$ cat src/rtl/alu_bitop_seq.sv
// alu_bitop_seq: micro-sequencer for the CB-prefix BIT/RES/SET instructions.
// Takes one request (op, bit index, operand byte) and drives the
// nibble-serial ALU over three cycles: bit-select load, low nibble, high
// nibble. It then hands the result byte and F-flag updates back to the core.
// While busy it is the only driver of the ALU control lines.
module alu_bitop_seq #(
    parameter bit CHECK_CARRY = 1'b1
) (
    input  logic       clk,
    input  logic       nreset,

    // request side (instruction decoder)
    input  logic       req_valid,
    output logic       req_ready,
    input  logic [1:0] req_op,
    input  logic [2:0] req_bit,
    input  logic [7:0] req_val,

    // ALU control side
    output logic [2:0] alu_bs,
    output logic [7:0] alu_op,
    output logic [1:0] alu_oe,
    output logic       alu_la,
    output logic       alu_lb,
    output logic [1:0] alu_sh,
    output logic       alu_r,
    output logic       alu_s,
    output logic       alu_v,
    output logic       alu_ne,
    output logic       alu_ci,
    output logic       alu_l,
    output logic       alu_h,
    input  logic [7:0] alu_result,
    input  logic       alu_zero,
    input  logic       alu_carry,

    // result side (CPU core)
    output logic       res_valid,
    output logic [7:0] res_data,
    output logic       res_wr,
    output logic       res_z,
    output logic       res_n,
    output logic       res_h,
    output logic       err
);

    // sequencer states
    localparam logic [1:0] ST_IDLE = 2'd0;
    localparam logic [1:0] ST_LDB  = 2'd1;
    localparam logic [1:0] ST_LO   = 2'd2;
    localparam logic [1:0] ST_HI   = 2'd3;

    // request opcodes
    localparam logic [1:0] OP_BIT = 2'd0;
    localparam logic [1:0] OP_RES = 2'd1;
    localparam logic [1:0] OP_SET = 2'd2;

    // shared ALU control constants
    localparam logic [1:0] OE_NONE   = 2'd0;
    localparam logic [1:0] OE_BS     = 2'd1;
    localparam logic [1:0] OE_SH     = 2'd2;
    localparam logic [1:0] OE_RES    = 2'd3;
    localparam logic       NO_LD     = 1'b0;
    localparam logic       BUS_LD    = 1'b1;
    localparam logic [1:0] NO_SH     = 2'd0;

    logic [1:0] state_q, state_d;
    logic [1:0] op_q;
    logic [2:0] bit_q;
    logic [7:0] val_q;
    logic       accept;
    logic       is_bit;
    logic       carry_window;

    assign accept       = req_valid && req_ready;
    assign is_bit       = (op_q == OP_BIT);
    assign carry_window = (state_q == ST_LO) || (state_q == ST_HI);

    // ready only when no operation is mid-flight, or on its final cycle
    always_comb begin
        req_ready = 1'b0;
        if (state_q == ST_IDLE || state_q == ST_HI) begin
            req_ready = 1'b1;
        end
    end

    // next-state: fixed LDB->LO->HI walk, HI chains straight into a new op
    always_comb begin
        state_d = state_q;
        case (state_q)
            ST_IDLE: begin
                if (accept) begin
                    state_d = ST_LDB;
                end
            end
            ST_LDB:  state_d = ST_LO;
            ST_LO:   state_d = ST_HI;
            ST_HI: begin
                if (accept) begin
                    state_d = ST_LDB;
                end else begin
                    state_d = ST_IDLE;
                end
            end
            default: state_d = ST_IDLE;
        endcase
    end

    // state register
    always_ff @(posedge clk or negedge nreset) begin
        if (!nreset) begin
            state_q <= ST_IDLE;
        end else begin
            state_q <= state_d;
        end
    end

    // request capture; the reserved opcode is folded onto BIT here
    always_ff @(posedge clk or negedge nreset) begin
        if (!nreset) begin
            op_q  <= OP_BIT;
            bit_q <= 3'd0;
            val_q <= 8'd0;
        end else if (accept) begin
            op_q  <= (req_op == 2'd3) ? OP_BIT : req_op;
            bit_q <= req_bit;
            val_q <= req_val;
        end
    end

    // ALU control drive, purely from state and the captured request
    always_comb begin
        alu_bs = 3'd0;
        alu_op = 8'd0;
        alu_oe = OE_NONE;
        alu_la = NO_LD;
        alu_lb = NO_LD;
        alu_sh = NO_SH;
        alu_r  = 1'b0;
        alu_s  = 1'b0;
        alu_v  = 1'b0;
        alu_ne = 1'b0;
        alu_ci = 1'b0;
        alu_l  = 1'b0;
        alu_h  = 1'b0;
        case (state_q)
            ST_LDB: begin
                // decoded bit mask goes to B
                alu_bs = bit_q;
                alu_oe = OE_BS;
                alu_lb = BUS_LD;
            end
            ST_LO: begin
                // operand goes to A through the (idle) shifter
                alu_op = val_q;
                alu_oe = OE_SH;
                alu_la = BUS_LD;
                alu_l  = 1'b1;
            end
            ST_HI: begin
                alu_oe = OE_RES;
                alu_h  = 1'b1;
            end
            default: begin
            end
        endcase
        if (carry_window) begin
            // SET: A|mask, RES: A&~mask, BIT: A&mask
            alu_s  = 1'b1;
            alu_v  = 1'b1;
            alu_r  = (op_q == OP_SET);
            alu_ne = (op_q == OP_RES);
        end
    end

    // result capture at the edge that ends HI; res_valid pulses one cycle
    always_ff @(posedge clk or negedge nreset) begin
        if (!nreset) begin
            res_valid <= 1'b0;
            res_data  <= 8'd0;
            res_wr    <= 1'b0;
            res_z     <= 1'b0;
            res_n     <= 1'b0;
            res_h     <= 1'b0;
        end else begin
            res_valid <= 1'b0;
            if (state_q == ST_HI) begin
                res_valid <= 1'b1;
                res_data  <= alu_result;
                res_z     <= alu_zero;
                res_n     <= 1'b0;
                res_h     <= is_bit;
                res_wr    <= !is_bit;
            end
        end
    end

    // sticky carry-violation flag, cleared only by reset
    always_ff @(posedge clk or negedge nreset) begin
        if (!nreset) begin
            err <= 1'b0;
        end else if (CHECK_CARRY && carry_window && alu_carry) begin
            err <= 1'b1;
        end
    end

endmodule

$ cat config.mk
export PLATFORM = sky130hd
export DESIGN_NAME = alu_bitop_seq
export DESIGN_NICKNAME = d
export VERILOG_FILES = /design/src/rtl/alu_bitop_seq.sv
export SDC_FILE = /design/constraint.sdc
export NUM_CORES = 1
export LEC_CHECK = 0
export BUFFER_PORTS_ARGS = -buffer_cell sky130_fd_sc_hd__buf_2
export CAP_MARGIN = 30
export CORE_MARGIN = 1
export CORE_UTILIZATION = 40
export CTS_BUF_LIST = sky130_fd_sc_hd__clkbuf_16
export DETAILED_ROUTE_END_ITERATION = 10
export GPL_ROUTABILITY_DRIVEN = 0
export HOLD_SLACK_MARGIN = 0.08
export PLACE_DENSITY = 0.71
export SLEW_MARGIN = 20
export SYNTH_ARGS = -nofsm -noshare
export SYNTH_HDL_FRONTEND = slang
export SYNTH_SLANG_ARGS = --single-unit
$ cat constraint.sdc
create_clock -name clk -period 4.64 [get_ports clk]
set_input_delay 0.696 -clock clk [delete_from_list [all_inputs] [get_ports clk]]
set_output_delay 0.696 -clock clk [all_outputs]
set_load 0.03 [all_outputs]
* After elaboration in Yosys (flattened, before gate mapping)
Index checks and enable logic that the tools add are counted.
W data, S select, Z words.
** Storage, ports and cells
- Output and inout bits :: 39
- Input bits :: 26
- Word-level logic and storage cells :: 38
- Memories kept :: 0
- Flip-flop bits (word level) :: 28
- Memory bits (writable) :: 0
- Bits in read-only memories :: 0
- Latch bits :: 0
** Cells by class
- Bitwise logic cells :: 0
- Div/mod/pow operators :: 0
- Muxes and demuxes :: 14
- Eq/ne operators :: 7
- Order comparisons :: 0
- Multipliers :: 0
- Shift-type cells :: 0
- Reduce and logical (&&, ||, !) cells :: 7
- $add $sub $neg :: 0
** Operators with widths (count)
- $eq A2 B2 Y1 const B :: 4
- $mux W1 :: 8
- $mux W8 :: 1
- $pmux W2 S4 :: 1
- $pmux W2 S3 :: 1
- $eq A2 B1 Y1 const B :: 2
- $logic_not A2 Y1 :: 2
- $mux W2 :: 2
- $mux W3 :: 1
- $logic_and A1 B1 Y1 :: 2
- $logic_or A1 B1 Y1 :: 2
- $ne A2 B2 Y1 const B :: 1
- $logic_not A1 Y1 :: 1

* Depth between registers and ports, before layout
- Depth in word-level cells :: 6
- Depth in mapped cells :: 7
- Gate-level depth less buffers :: 5

* Worst setup path after synthesis
Ideal clock, no wire load.
- Kind :: register to output
- Start :: reg state_q[0]
- End :: out alu_ne
- Data required time :: 3.944 ns
- Buffers on the path :: 0
- Arrival :: 1.660 ns
- Stages on the path, launching flop included :: 5
- Slack :: 2.284 ns
- Cell sequence :: dfrtp_1 inv_1 ha_1 nor2_1 nor3_1
** Between the ends
- Word-level cells in the longest chain between the ends :: 3
- Elaborated cells on any way between the ends :: 4
- Those cells by class :: eq/ne: 2; mux: 1; reduce/logical: 1
** Ends and longest elaborated chain
- start: declaration :: line 67 : logic [1:0] state_q, state_d;
- start signal: assignment :: line 114 : state_q <= state_d;
- $eq A2 B2 Y1 :: line 77 : assign carry_window = (state_q == ST_LO) || (state_q == ST_HI);
- $logic_or A1 B1 Y1 * :: line 77
- $mux W1 * :: line 167 : if (carry_window) begin
- end: declaration :: line 29 : output logic alu_ne,
Mark *: on every way between the ends. The rest lies on a longest branch, timed or not.

* Worst setup path in the final report
- Start :: reg state_q[0]
- End :: out alu_oe[0]
** Between the ends
- Word-level cells in the longest chain between the ends :: 2
- Elaborated cells on any way between the ends :: 4
- Those cells by class :: eq/ne: 3; mux: 1
** Ends and longest elaborated chain
- $eq A2 B2 Y1 / $eq A2 B1 Y1 (equally long branches) :: line 146 : case (state_q)
- $pmux W2 S3 * :: line 146
- end: declaration :: line 22 : output logic [1:0] alu_oe,
Marks and branches as above.

==> qor.json <==
{
  "totalNegativeSetupSlack_ns": 0,
  "crit-reg2reg-capture": "val_q[2]",
  "grt_antenna_before_repair": 0,
  "relSlewSlack_pct": 59.5,
  "global_route.usage.total_pct": 14.5,
  "firstDrtPassIters": 4,
  "placeableCoreArea_um2": 3100,
  "layout_worst_path_cycle_share_pct": 49.6,
  "worst_r2r_path_depth": 5,
  "detailroute.via_count": 900,
  "first_global_vias": 866,
  "drive_gt1_share_pct": 52.8,
  "drc_errors": 0,
  "cap_viol_max_count": 0,
  "detailedRoute.firstIterationViolations": 6,
  "die_w_um": 59.7,
  "cp_data_arrival_time_ns": 1.61,
  "wire_per_inst_um": 12.2,
  "final-max-slew-violation-count": 0,
  "timing.critical_path.max_delay_family": "adder cells",
  "run_status": "finished clean",
  "worstSetupStartpoint": "state_q[0]",
  "clock-root-buffer": "sky130_fd_sc_hd__clkbuf_16",
  "finalWirelength_mm": 2.50,
  "report.final.setup_viol": 0,
  "detail_route.vias_per_cell": 4.39,
  "cts_resized": 0,
  "critical_path.startpoint_type": "register",
  "grt_overflow": 0,
  "wire_length_of_the_first_global_routing_pass_mm": 3.87,
  "grt_start_max_net_pins": 29,
  "antenna_cells_inserted": 0,
  "syn-instance-count": 103,
  "die_h_um": 59.7,
  "max-clock-path-buffers": 2,
  "path_cells": "ha_1, nor2_1, nor2_1, buf_2",
  "vdd.ir_drop.worst_mv": 0.292,
  "cell_at_the_slowest_stage_of_the_critical_path": "sky130_fd_sc_hd__ha_1",
  "fillers": 292,
  "mean_syn_cell_area_um2": 12.9,
  "seqCellArea_um2": 701,
  "p_leak_nw": 0.886,
  "area_growth_pct": 27.4,
  "post-route-min-period_ns": 2.30,
  "final_cell_area_um2": 1690,
  "r2r_setup_slack_ns": 2.90,
  "timing.critical_path.to": "alu_oe[0]",
  "final_nets": 194,
  "initial_utilization_pct": 42.9,
  "rows": 20,
  "synth.cell_area_um2": 1330,
  "tritoncts_num_sinks": 28,
  "cts-buffers-inserted": 3,
  "placement.cell_area_um2": 1620,
  "final_antenna_net_count": 0,
  "cellPowerDensity_nw_per_um2": 870,
  "area_enclosed_by_the_die_boundary_um2": 3560,
  "post_cts_buffers": 0,
  "synth_seq_area_share_pct": 52.7,
  "floorplan.io_pins": 65,
  "port_buffers": 60,
  "multi_input_area_um2": 526,
  "place_hpwl_mm": 1.94,
  "critPathKind": "reg2out",
  "clkTransAtPathRegs_ns": 0.07,
  "slowest_delay_ns": 0.52,
  "cts_hold_buffers": 0,
  "final_hold_viol_count": 0,
  "crit_cells": 4,
  "crit_path_end_kind": "output port",
  "timing.critical_path.buf_inv": 1,
  "tritoncts": "yes",
  "timing.rr.start": "state_q[0]",
  "worst_skew_ns": 0.00558,
  "max_slew.worst_pin.slew_ns": 0.607,
  "cts-htree-levels": 1,
  "rsz0062_at_grt": "false",
  "crit_required_ns": 3.94,
  "path_common_cell": "sky130_fd_sc_hd__nor2_1",
  "clkLatencyLatePin_ns": 0.26,
  "synth-seq-cells": 28,
  "yosysUniqueCellTypes": 19,
  "clock.fmax_mhz": 434,
  "synth.yosys.warnings": 0,
  "hold_path.class": "in2async",
  "worst-path-max-fanout": 14
}
[power by group]
group | leakage [nW] | switching (mW) | internal, mW
combinational | 0.520 | 0.537 | 0.317
sequential | 0.328 | 0.0635 | 0.365
clock | 0.0385 | 0.0764 | 0.115
total | 0.886 | 0.677 | 0.797
[metal layers]
layer | global-route usage [%] | up-vias | part of all wire (%) | wire length, um
li1 | - | 441 | - | -
met2 | 25.2 | 29 | 50 | 1250
met5 | 0 | - | 0 | 0
met4 | 6.98 | 0 | 1.9 | 48
met1 | 17.7 | 425 | 43 | 1070
met3 | 1.95 | 5 | 5.1 | 127
[synth_stat cells]
cell	instances	area share [%]
sky130_fd_sc_hd__a21o_1	1	0.56
sky130_fd_sc_hd__a21oi_1	3	1.1
sky130_fd_sc_hd__and2_1	11	5.2
sky130_fd_sc_hd__buf_12	1	1.5
sky130_fd_sc_hd__buf_2	1	0.38
sky130_fd_sc_hd__buf_4	7	4.0
sky130_fd_sc_hd__buf_6	1	0.85
sky130_fd_sc_hd__conb_1	1	0.28
sky130_fd_sc_hd__dfrtp_1	28	53
sky130_fd_sc_hd__ha_1	6	5.6
sky130_fd_sc_hd__inv_1	7	2.0
sky130_fd_sc_hd__mux2_2	15	13
sky130_fd_sc_hd__mux2_4	6	6.8
sky130_fd_sc_hd__mux2i_1	2	1.5
sky130_fd_sc_hd__nand3b_1	2	1.1
sky130_fd_sc_hd__nor2_1	5	1.4
sky130_fd_sc_hd__nor2b_1	1	0.47
sky130_fd_sc_hd__nor3_1	2	0.75
sky130_fd_sc_hd__o21ai_0	3	1.1
[state kept, by name (all words and copies together), names as in the netlist]
signal / count
res_h: 1
bit_q: 3
err: 1
res_z: 1
val_q: 8
state_q: 2
res_valid: 1
res_data: 8
res_wr: 1
op_q: 2
[final cells by class]
type,count,area share [%]
clock buffer,3,4.43
clock inverter,1,0.222
inverter,7,1.55
multi-input combinational,61,31.0
sequential,28,41.4
tap,44,3.25
timing repair buffer,61,18.2
[kinds of logic (layout without fill, tap and decap cells)]
family,Yosys count,in the layout,synth area share [%]
simple gates,21,21,8.94
other cells,1,4,0.282
compound gates,7,7,2.82
fa+ha+maj,6,6,5.64
buf+inv,17,72,8.65
flops,28,28,52.7
mux,23,23,21.0
[how the worst min path moves through the flow]
stage | cells past startpoint | slack (ns) | from | endpoint
6_report | 1 | 0.44 | nreset | res_valid
4_1_cts | 1 | 0.46 | err | err
3_3_place_gp | 1 | 0.43 | err | err
3_5_place_dp | 1 | 0.44 | err | err
5_1_grt | 1 | 0.47 | err | err
2_1_floorplan | 0 | 0.40 | nreset | bit_q[0]
[cells in the final DEF, fill, tap and decap left out]
cell type,netlist,routed
sky130_fd_sc_hd__nand3b_1,2,2
sky130_fd_sc_hd__mux2_4,6,6
sky130_fd_sc_hd__nor3_1,2,2
sky130_fd_sc_hd__buf_4,7,1
sky130_fd_sc_hd__clkbuf_16,0,3
sky130_fd_sc_hd__dfrtp_1,28,28
sky130_fd_sc_hd__clkinv_1,0,1
sky130_fd_sc_hd__mux2_2,15,15
sky130_fd_sc_hd__and2_1,11,11
sky130_fd_sc_hd__buf_2,1,60
sky130_fd_sc_hd__conb_1,1,4
sky130_fd_sc_hd__ha_1,6,6
sky130_fd_sc_hd__a21oi_1,3,3
sky130_fd_sc_hd__o21ai_0,3,3
sky130_fd_sc_hd__inv_1,7,7
sky130_fd_sc_hd__a21o_1,1,1
sky130_fd_sc_hd__mux2i_1,2,2
sky130_fd_sc_hd__nor2_1,5,5
sky130_fd_sc_hd__nor2b_1,1,1
[metrics by stage]
| stage | std cells | power, mW | hold slack, ns | setup slack (ns) | util [%] |
|---|---|---|---|---|---|
| 2_1_floorplan | 106 | 1.12 | 0.400 | 2.28 | - |
| 3_3_place_gp | 201 | 1.27 | 0.434 | 2.67 | 52.1 |
| 3_5_place_dp | 201 | 1.30 | 0.441 | 2.60 | 52.1 |
| 4_1_cts | 205 | 1.49 | 0.456 | 2.30 | 54.6 |
| 5_1_grt | 205 | 1.57 | 0.474 | 2.21 | 54.6 |
| 6_report | 205 | 1.47 | 0.443 | 2.34 | 54.6 |
(Power assumes the default switching activity.)
